File: src/rtl/byteswap_pkg.sv
// Shared types and helpers for the byte-swapper framer slice.
// Defaults correspond to a 512-bit stream; the top derives its own widths from its parameters.
package byteswap_pkg;

    typedef enum logic [1:0] {
        ST_IDLE  = 2'd0,
        ST_RUN   = 2'd1,
        ST_DRAIN = 2'd2,
        ST_DONE  = 2'd3
    } state_t;

    localparam int LP_BYTES      = 64;
    localparam int LP_BYTES_LOG2 = 6;
    localparam int LP_KEEP_MAX   = 128;
    localparam int LP_LEN_MAX    = 64;

    // Byte enables of the last beat: all ones for a full beat, else the low rem bytes.
    function automatic logic [LP_KEEP_MAX-1:0] keep_mask(input logic [31:0] rem);
        logic [LP_KEEP_MAX-1:0] mask;
        for (int i = 0; i < LP_KEEP_MAX; i++) begin
            mask[i] = (rem == 32'd0) || ($unsigned(i) < rem);
        end
        return mask;
    endfunction

    // ceil(len / 2**bytes_log2), done as shift plus carry so the maximum length cannot overflow.
    function automatic logic [LP_LEN_MAX-1:0] beat_count(input logic [LP_LEN_MAX-1:0] len,
                                                         input int unsigned bytes_log2);
        logic [LP_LEN_MAX-1:0] rem_mask;
        rem_mask = (64'd1 << bytes_log2) - 64'd1;
        return (len >> bytes_log2) + {63'd0, |(len & rem_mask)};
    endfunction

endpackage

File: src/rtl/byteswap_axis_skid.sv
// Generic 2-entry register slice (main + skid) with a registered upstream ready.
// up_en gates acceptance for the coming cycle; downstream ready never reaches s_ready combinationally.
module byteswap_axis_skid #(
    parameter int C_WIDTH = 8
) (
    input  logic               aclk,
    input  logic               areset,
    input  logic               up_en,
    input  logic               s_valid,
    output logic               s_ready,
    input  logic [C_WIDTH-1:0] s_data,
    output logic               m_valid,
    input  logic               m_ready,
    output logic [C_WIDTH-1:0] m_data
);

    logic               main_valid_r, skid_valid_r, ready_r;
    logic [C_WIDTH-1:0] main_r, skid_r;
    logic               main_valid_s, skid_valid_s, ready_s;
    logic [C_WIDTH-1:0] main_s, skid_s;
    logic               s_fire_s, m_fire_s;

    // Next contents of both entries; the skid only fills while main is stalled.
    always_comb begin
        s_fire_s     = s_valid & ready_r;
        m_fire_s     = main_valid_r & m_ready;
        main_valid_s = main_valid_r;
        main_s       = main_r;
        skid_valid_s = skid_valid_r;
        skid_s       = skid_r;
        if (!main_valid_r || m_fire_s) begin
            if (skid_valid_r) begin
                main_valid_s = 1'b1;
                main_s       = skid_r;
                skid_valid_s = s_fire_s;
                skid_s       = s_fire_s ? s_data : {C_WIDTH{1'b0}};
            end else if (s_fire_s) begin
                main_valid_s = 1'b1;
                main_s       = s_data;
            end else begin
                main_valid_s = 1'b0;
                main_s       = {C_WIDTH{1'b0}};
            end
        end else if (s_fire_s) begin
            skid_valid_s = 1'b1;
            skid_s       = s_data;
        end else begin
            skid_valid_s = skid_valid_r;
            skid_s       = skid_r;
        end
        ready_s = up_en & ~skid_valid_s;
    end

    // Entry and ready registers; reset empties both entries.
    always_ff @(posedge aclk or posedge areset) begin
        if (areset) begin
            main_valid_r <= 1'b0;
            skid_valid_r <= 1'b0;
            ready_r      <= 1'b0;
            main_r       <= {C_WIDTH{1'b0}};
            skid_r       <= {C_WIDTH{1'b0}};
        end else begin
            main_valid_r <= main_valid_s;
            skid_valid_r <= skid_valid_s;
            ready_r      <= ready_s;
            main_r       <= main_s;
            skid_r       <= skid_s;
        end
    end

    assign s_ready = ready_r;
    assign m_valid = main_valid_r;
    assign m_data  = main_r;

endmodule

File: src/rtl/byteswap_axis_framer.sv
// Frames a raw beat stream into AXI4-Stream with tkeep/tlast from a byte-length command.
// Optional stall counter port enabled by defining BYTESWAP_FRAMER_STALL_CNT_EN.
module byteswap_axis_framer
    import byteswap_pkg::*;
#(
    parameter int C_AXIS_TDATA_WIDTH = 512,
    parameter int C_LENGTH_WIDTH     = 32
) (
    input  logic                            aclk,
    input  logic                            areset,
    input  logic                            ctrl_start,
    input  logic [C_LENGTH_WIDTH-1:0]       ctrl_length,
    output logic                            ctrl_busy,
    output logic                            ctrl_done,
    input  logic                            s_axis_tvalid,
    output logic                            s_axis_tready,
    input  logic [C_AXIS_TDATA_WIDTH-1:0]   s_axis_tdata,
    output logic                            m_axis_tvalid,
    input  logic                            m_axis_tready,
    output logic [C_AXIS_TDATA_WIDTH-1:0]   m_axis_tdata,
    output logic [C_AXIS_TDATA_WIDTH/8-1:0] m_axis_tkeep,
    output logic                            m_axis_tlast
`ifdef BYTESWAP_FRAMER_STALL_CNT_EN
    ,
    output logic [31:0]                     stat_stall_cycles
`endif
);

    localparam int LP_NBYTES = C_AXIS_TDATA_WIDTH / 8;
    localparam int LP_LOG2   = $clog2(LP_NBYTES);
    localparam int LP_PW     = C_AXIS_TDATA_WIDTH + LP_NBYTES + 1;

    state_t                    state_r, state_next_s;
    logic [C_LENGTH_WIDTH-1:0] beat_cnt_r, beats_s;
    logic [LP_NBYTES-1:0]      last_keep_r, last_keep_s;
    logic                      busy_r, done_r, busy_next_s, done_next_s, skid_en_s;
    logic                      s_fire_s, m_fire_s, is_last_s, start_acc_s;
    logic [LP_PW-1:0]          in_payload_s, out_payload_s;

    assign beats_s      = C_LENGTH_WIDTH'(beat_count(LP_LEN_MAX'(ctrl_length), LP_LOG2));
    assign last_keep_s  = LP_NBYTES'(keep_mask(32'(ctrl_length[LP_LOG2-1:0])));
    assign s_fire_s     = s_axis_tvalid & s_axis_tready;
    assign m_fire_s     = m_axis_tvalid & m_axis_tready;
    assign is_last_s    = (beat_cnt_r == C_LENGTH_WIDTH'(1));
    assign start_acc_s  = (state_r == ST_IDLE) & ctrl_start;
    assign in_payload_s = {s_axis_tdata, (is_last_s ? last_keep_r : {LP_NBYTES{1'b1}}), is_last_s};

    // State register.
    always_ff @(posedge aclk or posedge areset) begin
        if (areset) begin
            state_r <= ST_IDLE;
        end else begin
            state_r <= state_next_s;
        end
    end

    // Next-state logic; the tlast beat leaving main is what ends DRAIN.
    always_comb begin
        state_next_s = state_r;
        case (state_r)
            ST_IDLE: begin
                if (ctrl_start) begin
                    state_next_s = (ctrl_length == C_LENGTH_WIDTH'(0)) ? ST_DONE : ST_RUN;
                end else begin
                    state_next_s = ST_IDLE;
                end
            end
            ST_RUN: begin
                if (s_fire_s && is_last_s) begin
                    state_next_s = ST_DRAIN;
                end else begin
                    state_next_s = ST_RUN;
                end
            end
            ST_DRAIN: begin
                if (m_fire_s && m_axis_tlast) begin
                    state_next_s = ST_DONE;
                end else begin
                    state_next_s = ST_DRAIN;
                end
            end
            ST_DONE: state_next_s = ST_IDLE;
            default: state_next_s = ST_IDLE;
        endcase
    end

    // Output decode from the next state so the registered outputs line up with the state.
    always_comb begin
        busy_next_s = (state_next_s == ST_RUN) || (state_next_s == ST_DRAIN);
        done_next_s = (state_next_s == ST_DONE);
        skid_en_s   = (state_next_s == ST_RUN);
    end

    // Registered control outputs.
    always_ff @(posedge aclk or posedge areset) begin
        if (areset) begin
            busy_r <= 1'b0;
            done_r <= 1'b0;
        end else begin
            busy_r <= busy_next_s;
            done_r <= done_next_s;
        end
    end

    // Beat counter and last-beat keep, latched only by an accepted start.
    always_ff @(posedge aclk or posedge areset) begin
        if (areset) begin
            beat_cnt_r  <= C_LENGTH_WIDTH'(0);
            last_keep_r <= {LP_NBYTES{1'b0}};
        end else if (start_acc_s) begin
            beat_cnt_r  <= beats_s;
            last_keep_r <= last_keep_s;
        end else if (s_fire_s) begin
            beat_cnt_r  <= beat_cnt_r - C_LENGTH_WIDTH'(1);
        end
    end

    byteswap_axis_skid #(
        .C_WIDTH(LP_PW)
    ) u_skid (
        .aclk    (aclk),
        .areset  (areset),
        .up_en   (skid_en_s),
        .s_valid (s_axis_tvalid),
        .s_ready (s_axis_tready),
        .s_data  (in_payload_s),
        .m_valid (m_axis_tvalid),
        .m_ready (m_axis_tready),
        .m_data  (out_payload_s)
    );

    assign {m_axis_tdata, m_axis_tkeep, m_axis_tlast} = out_payload_s;
    assign ctrl_busy = busy_r;
    assign ctrl_done = done_r;

`ifdef BYTESWAP_FRAMER_STALL_CNT_EN
    logic [31:0] stall_cnt_r;

    // Saturating count of cycles where a framed beat waits on downstream.
    always_ff @(posedge aclk or posedge areset) begin
        if (areset) begin
            stall_cnt_r <= 32'd0;
        end else if (start_acc_s) begin
            stall_cnt_r <= 32'd0;
        end else if (((state_r == ST_RUN) || (state_r == ST_DRAIN)) && m_axis_tvalid &&
                     !m_axis_tready && (stall_cnt_r != 32'hFFFF_FFFF)) begin
            stall_cnt_r <= stall_cnt_r + 32'd1;
        end
    end

    assign stat_stall_cycles = stall_cnt_r;
`endif

endmodule

File: config.mk
export PLATFORM = sky130hd
export DESIGN_NAME = byteswap_axis_framer
export DESIGN_NICKNAME = d
export VERILOG_FILES = /design/src/rtl/byteswap_pkg.sv /design/src/rtl/byteswap_axis_skid.sv /design/src/rtl/byteswap_axis_framer.sv
export SDC_FILE = /design/constraint.sdc
export NUM_CORES = 2
export LEC_CHECK = 0
export ABC_AREA = 1
export BUFFER_PORTS_ARGS = -buffer_cell sky130_fd_sc_hd__buf_2
export CORE_AREA = 2 2 444 446
export DETAILED_ROUTE_END_ITERATION = 8
export DIE_AREA = 0 0 446 448
export PLACE_DENSITY = 0.45
export SLEW_MARGIN = 5
export SYNTH_ARGS = -nofsm -noshare
export SYNTH_HDL_FRONTEND = slang
export SYNTH_SLANG_ARGS = --single-unit
File: constraint.sdc
create_clock -name aclk -period 41.3 [get_ports aclk]
set_input_delay 6.195 -clock aclk [delete_from_list [all_inputs] [get_ports aclk]]
set_output_delay 6.195 -clock aclk [all_outputs]
set_load 0.03 [all_outputs]
# Word-level counts from Yosys, hierarchy flattened
# Cells that the tools add are included.
# W data, S select, Z words.
# classes
addsub	2
n_lt_le_gt_ge	63
n_eq_ne	8
mux	18
bitwise_logic	5
n_reduce_logical	75
# op_table
op	count
$mux W577	5
$lt A6 B6 Y1 const A	31
$lt A5 B6 Y1 const A	16
$logic_or A1 B1 Y1	65
$mux W32	2
$mux W64	1
$lt A4 B6 Y1 const A	8
$eq A32 B1 Y1 const B	1
$logic_not A32 Y1	1
$sub A32 B1 Y32 const B	1
$add A26 B1 Y27	1
$lt A3 B6 Y1 const A	4
$lt A1 B6 Y1 const A	2
$lt A2 B6 Y1 const A	2
$eq A2 B2 Y1 const B	4
$pmux W2 S4	1
$logic_not A6 Y1	1
$mux W1	6
$mux W2	3
$reduce_or A6 Y1	1
$and A1 B1 Y1	4
$eq A2 B1 Y1 const B	2
$reduce_bool A2 Y1	2
$logic_and A1 B1 Y1	2
5 further kinds	5
# totals
regBits	1257
inputBits	549
out_inout_bits	581

# Longest topological paths before layout
# depth
word_depth	6
depth_mapped	17

# Hierarchy
# From an unflattened synthesis, not the netlist that was laid out.
# unflattened
cells_unflattened	7824
hier_area_um2	59947.5
# by_module_without_submodules
module	instances	cells_per_inst	area_per_inst_um2	seq_area_each_um2
byteswap_axis_skid	1	6878	53182.3	28952.8
byteswap_axis_framer	1	946	6765.2	2502.4

# Worst setup path after synthesis
# No wires, ideal clock.
# synth_path
kind	input-to-reg
startpoint	input port ctrl_length[3]
endpoint	register beat_cnt_r[26]
setup_ns	0.071
t_arrival_ns	7.872
setup_slack_ns	33.357
cell_stages	15
path_buffers	1
path_cell_list	buf_2 > nor2_1 > nand2_1 > nor2_1 > inv_2 > ha_1 > ha_1 > nand2_1 > nor2_1 > nand2_1 > nor2_2 > nand2_1 > nor3_1 > nor2_1 > nor2_1
# synth_between
elab_chain_cells	3
# synth_lines
element	line	rtl
from (decl)	byteswap_axis_framer.sv:12	input logic [C_LENGTH_WIDTH-1:0] ctrl_length,
$reduce_or A6 Y1	byteswap_pkg.sv:31	return (len >> bytes_log2) + {63'd0, |(len & rem_mask)};
$add A26 B1 Y27	byteswap_pkg.sv:31	
$mux W32	byteswap_axis_framer.sv:110	end else if (start_acc_s) begin
to (signal assigned)	byteswap_axis_framer.sv:111	beat_cnt_r <= beats_s;
to (signal assigned)	byteswap_axis_framer.sv:114	beat_cnt_r <= beat_cnt_r - C_LENGTH_WIDTH'(1);
to (decl)	byteswap_axis_framer.sv:34	logic [C_LENGTH_WIDTH-1:0] beat_cnt_r, beats_s;
# Every way passes these cells.
# A chain may end at the register's enable or synchronous reset.

# Worst setup path after layout
# layout_path
startpoint	input port m_axis_tready
endpoint	register u_skid.main_r[308] (netlist: u_skid.m_data[308])
# layout_between
elab_chain_cells	2
# layout_lines
element	line	rtl
from (decl)	byteswap_axis_framer.sv:19	input logic m_axis_tready,
$and A1 B1 Y1	byteswap_axis_skid.sv:26	m_fire_s = main_valid_r & m_ready;
$logic_or A1 B1 Y1	byteswap_axis_skid.sv:31	if (!main_valid_r || m_fire_s) begin
to (signal assigned)	byteswap_axis_skid.sv:60	main_r <= {C_WIDTH{1'b0}};
to (signal assigned)	byteswap_axis_skid.sv:66	main_r <= main_s;
to (decl)	byteswap_axis_skid.sv:18	logic [C_WIDTH-1:0] main_r, skid_r;
# Every way passes these cells.

==> impl_metrics.env <==
export IMPL_hp_class="register to register"
export IMPL_preCtsSetupSlack_ps=29300
export IMPL_yosysTopAreaCell="dfrtp_1"
export IMPL_power_share_sequential_pct=36.9
export IMPL_layout_min_cycle_time_ps=11260
export IMPL_crit_path_max_fanout=136
export IMPL_leakage_nw=31.04
export IMPL_post_cts_buffers=0
export IMPL_port_buffers=1129
export IMPL_p_sw_share_pct=42.62
export IMPL_synth_cell_types=40
export IMPL_synth_xor_area_share_pct=0.1497
export IMPL_start_util_pct=27.07
export IMPL_finalWeightedCongestion=0.8669
export IMPL_arrival_ps=11870
export IMPL_critPathKind="primary input to register"
export IMPL_synth_mux_area_share_pct=0
export IMPL_antenna_found_initial=91
export IMPL_syn_inst=5430
export IMPL_power_density_nw_per_um2=82.57
export IMPL_worst_pin_slew_ps=1126
export IMPL_cts_resized=0
export IMPL_crit_path_cell_trace="buf_2 > nor2_4 > buf_4 > nor2_1 > inv_8 > buf_4 > buf_4 > buf_4 > o221ai_1"
export IMPL_cts_inserted_buffers=149
export IMPL_grt_util_all_layers_pct=20.62
export IMPL_die_h_um=448
export IMPL_synthAdderAreaFrac_pct=0.1188
export IMPL_rsz0062_at_grt="false"
export IMPL_crit_path_end_kind="register"
export IMPL_clk_pin_slew_ps=60
export IMPL_p_comb_share_pct=37.8
export IMPL_cp_slowest_stage_delay_ps=860
export IMPL_io_pins=1130
export IMPL_drc=0
export IMPL_grt_pass1_vias=45030
export IMPL_die_area_um2=199800
export IMPL_fin_hold_ws_ps=459.0
export IMPL_critical_path_required_ps=41910
export IMPL_dp_hpwl_um=142800
export IMPL_grt_pass1_wl_um=312000
export IMPL_ys_top_cells_by_area="dfrtp_1 (60%), nand2_1 (9.2%), o221ai_1 (8.8%)"
export IMPL_clockBufferDepth=3
export IMPL_cts_hold_buffers=0
export IMPL_hold_violations=0
export IMPL_synth_top_family_by_area="compound AO/OA/AOI/OAI gates"
export IMPL_overflow=0
export IMPL_cp_slowest_cell="nor2_4"
export IMPL_p_int_mw=3.092
export IMPL_clockPowerShare_pct=25.3
export IMPL_final_max_slew_viol_count=0
export IMPL_synth_fp_nets=5984
export IMPL_final_layout_size_suffix_gt1_share_pct=23.26
export IMPL_fill_cells=20280
export IMPL_setup_viol=0
export IMPL_clock_sinks=1257
export IMPL_syn_avg_cell_area_um2=9.699
export IMPL_clock_tree_root_cell="clkbuf_16"
export IMPL_ys_ff_latch=1257
export IMPL_outcome="finished, final reports clean"
export IMPL_max_clock_freq_mhz=88.82
export IMPL_core_area_um2=194600
export IMPL_grt_max_degree=182
export IMPL_insertion_delay_ps=810
export IMPL_fin_tns_setup_ps=0
export IMPL_vias=45570
export IMPL_finish_utilization_pct=33.53
export IMPL_fin_ws_ps=30040
export IMPL_die_w_um=446
export IMPL_crit_family="buffers and inverters"
export IMPL_yosys_area_share_simple_pct=13.34
export IMPL_maxSlewHeadroom_pct=24.78
export IMPL_rows=162
export IMPL_ant_nets=0
export IMPL_fin_area_um2=65250
export IMPL_yosysSeqAreaShare_pct=59.72
export IMPL_startpoint_type="primary input"
export IMPL_ir_drop_mv=0.04505
export IMPL_yosys_area_top_type_share_pct=59.72
export IMPL_dr_first_iter_drc_count=3587
export IMPL_nets=6910
export IMPL_place_area_um2=60060
export IMPL_yosys_most_used_dff="dfrtp_1"
export IMPL_synth_compound_area_share_pct=17.69
export IMPL_drv_cap=0
export IMPL_crit_top_cell="buf_4"
export IMPL_fin_crit_sh_pct=27.26
export IMPL_vias_per_cell=5.035
export IMPL_area_growth_pct=23.90
export IMPL_finalWirelength_um=213700
export IMPL_wl_per_cell_um=23.61
export IMPL_synthArstFlopShare_pct=100.0
export IMPL_cts_tree="built"
export IMPL_synth_edf_count=0
export IMPL_fin_skew_ps=36.04
export IMPL_netlist_area_um2=52670
export IMPL_drt_pass1_iterations=6
export IMPL_r2r_slack_ps=35100
export IMPL_p_sw_mw=2.296
export IMPL_ys_warn_count=0
export IMPL_crit_buf_inv=6
export IMPL_htreeDepth=4
## power by group through the flow
stage	sequential, mW	combinational (mW)	clock, mW
2_1_floorplan	2.38	0.954	0
3_3_place_gp	2.00	2.03	0
3_5_place_dp	2.01	2.05	0
4_1_cts	1.99	2.05	1.40
5_1_grt	2.04	2.20	1.45
6_report	1.99	2.04	1.36
## worst min-delay path: stages (launching register included)
cell and delay, ps:
dfrtp_1 320, inv_1 50, nand2_1 60
## Yosys cell counts (all sizes together), types with 2 or more instances
master,instances
nor3,5
nand2,1348
ha,5
inv,724
o211ai,83
nor4,2
nand4,13
o21a,2
xor2,2
clkbuf,120
o21bai,2
a21o,2
buf,296
a31oi,5
nor2,163
a22oi,2
dfrtp,1257
o221ai,528
nand3,198
or2,2
o21ai,107
a21oi,25
o22ai,526
xnor2,7
## per-layer routing
layer	share of wire, %	global-route usage (%)
met5	0.21	0
met4	4.4	8.593
met3	6.7	5.471
met2	47	32.76
met1	41	26.52
## cell usage in the layout (no fill, tap or decap), drive strengths merged, types with 7 or more instances in the layout
| cell type | synthesis | layout |
|---|---|---|
| nand2 | 1348 | 1348 |
| dfrtp | 1257 | 1257 |
| buf | 296 | 1191 |
| inv | 724 | 727 |
| o221ai | 528 | 528 |
| o22ai | 526 | 526 |
| clkbuf | 120 | 233 |
| nand3 | 198 | 198 |
| nor2 | 163 | 163 |
| o21ai | 107 | 107 |
| o211ai | 83 | 83 |
| diode | 0 | 33 |
| a21oi | 25 | 25 |
| clkinv | 1 | 24 |
| nand4 | 13 | 13 |
| bufinv | 0 | 8 |
| xnor2 | 7 | 7 |
## worst paths after layout
check                           cells after the start           start                 end
worst min register to register                      2  last_keep_r[0]      last_keep_r[0]
max in group asynchronous                           8          areset  u_skid.skid_r[483]
worst max-delay path                                9   m_axis_tready  u_skid.m_data[308]
min in group asynchronous                           2          areset  u_skid.skid_r[223]
worst max register to register                      9  u_skid.m_valid  u_skid.m_data[308]
worst min-delay path                                2  last_keep_r[0]      last_keep_r[0]
## layout make-up
| class | count | area [um^2] | share of cell area [%] |
|---|---|---|---|
| Antenna cell | 33 | 82.58 | 0.1266 |
| Clock buffer | 233 | 4549 | 6.972 |
| Clock inverter | 37 | 558.0 | 0.8552 |
| Inverter | 725 | 2749 | 4.213 |
| Multi-Input combinational cell | 3032 | 16490 | 25.27 |
| Sequential cell | 1257 | 31460 | 48.20 |
| Tap cell | 2542 | 3181 | 4.874 |
| Timing Repair Buffer | 1191 | 6191 | 9.487 |
## logic make-up after synthesis
kind of cell,Yosys count
simple gates,1734
compound gates,1284
flops,1257
buf+inv,1141
xor+xnor,9
fa+ha+maj,5
## sequential cells by signal, indices dropped and copies added (netlist names)
name / flops
beat_cnt_r: 32
ctrl_busy: 1
ctrl_done: 1
last_keep_r: 64
state_r: 2
u_skid.m_data: 577
u_skid.m_valid: 1
u_skid.s_ready: 1
u_skid.skid_r: 577
u_skid.skid_valid_r: 1
## through the flow
step / instances / total power, mW
after floorplan: 5430 / 3.331
after global placement: 8747 / 4.030
after detailed placement: 8747 / 4.051
after CTS: 9017 / 5.444
after global routing: 9039 / 5.701
final: 9050 / 5.388
(Power assumes the default switching activity.)
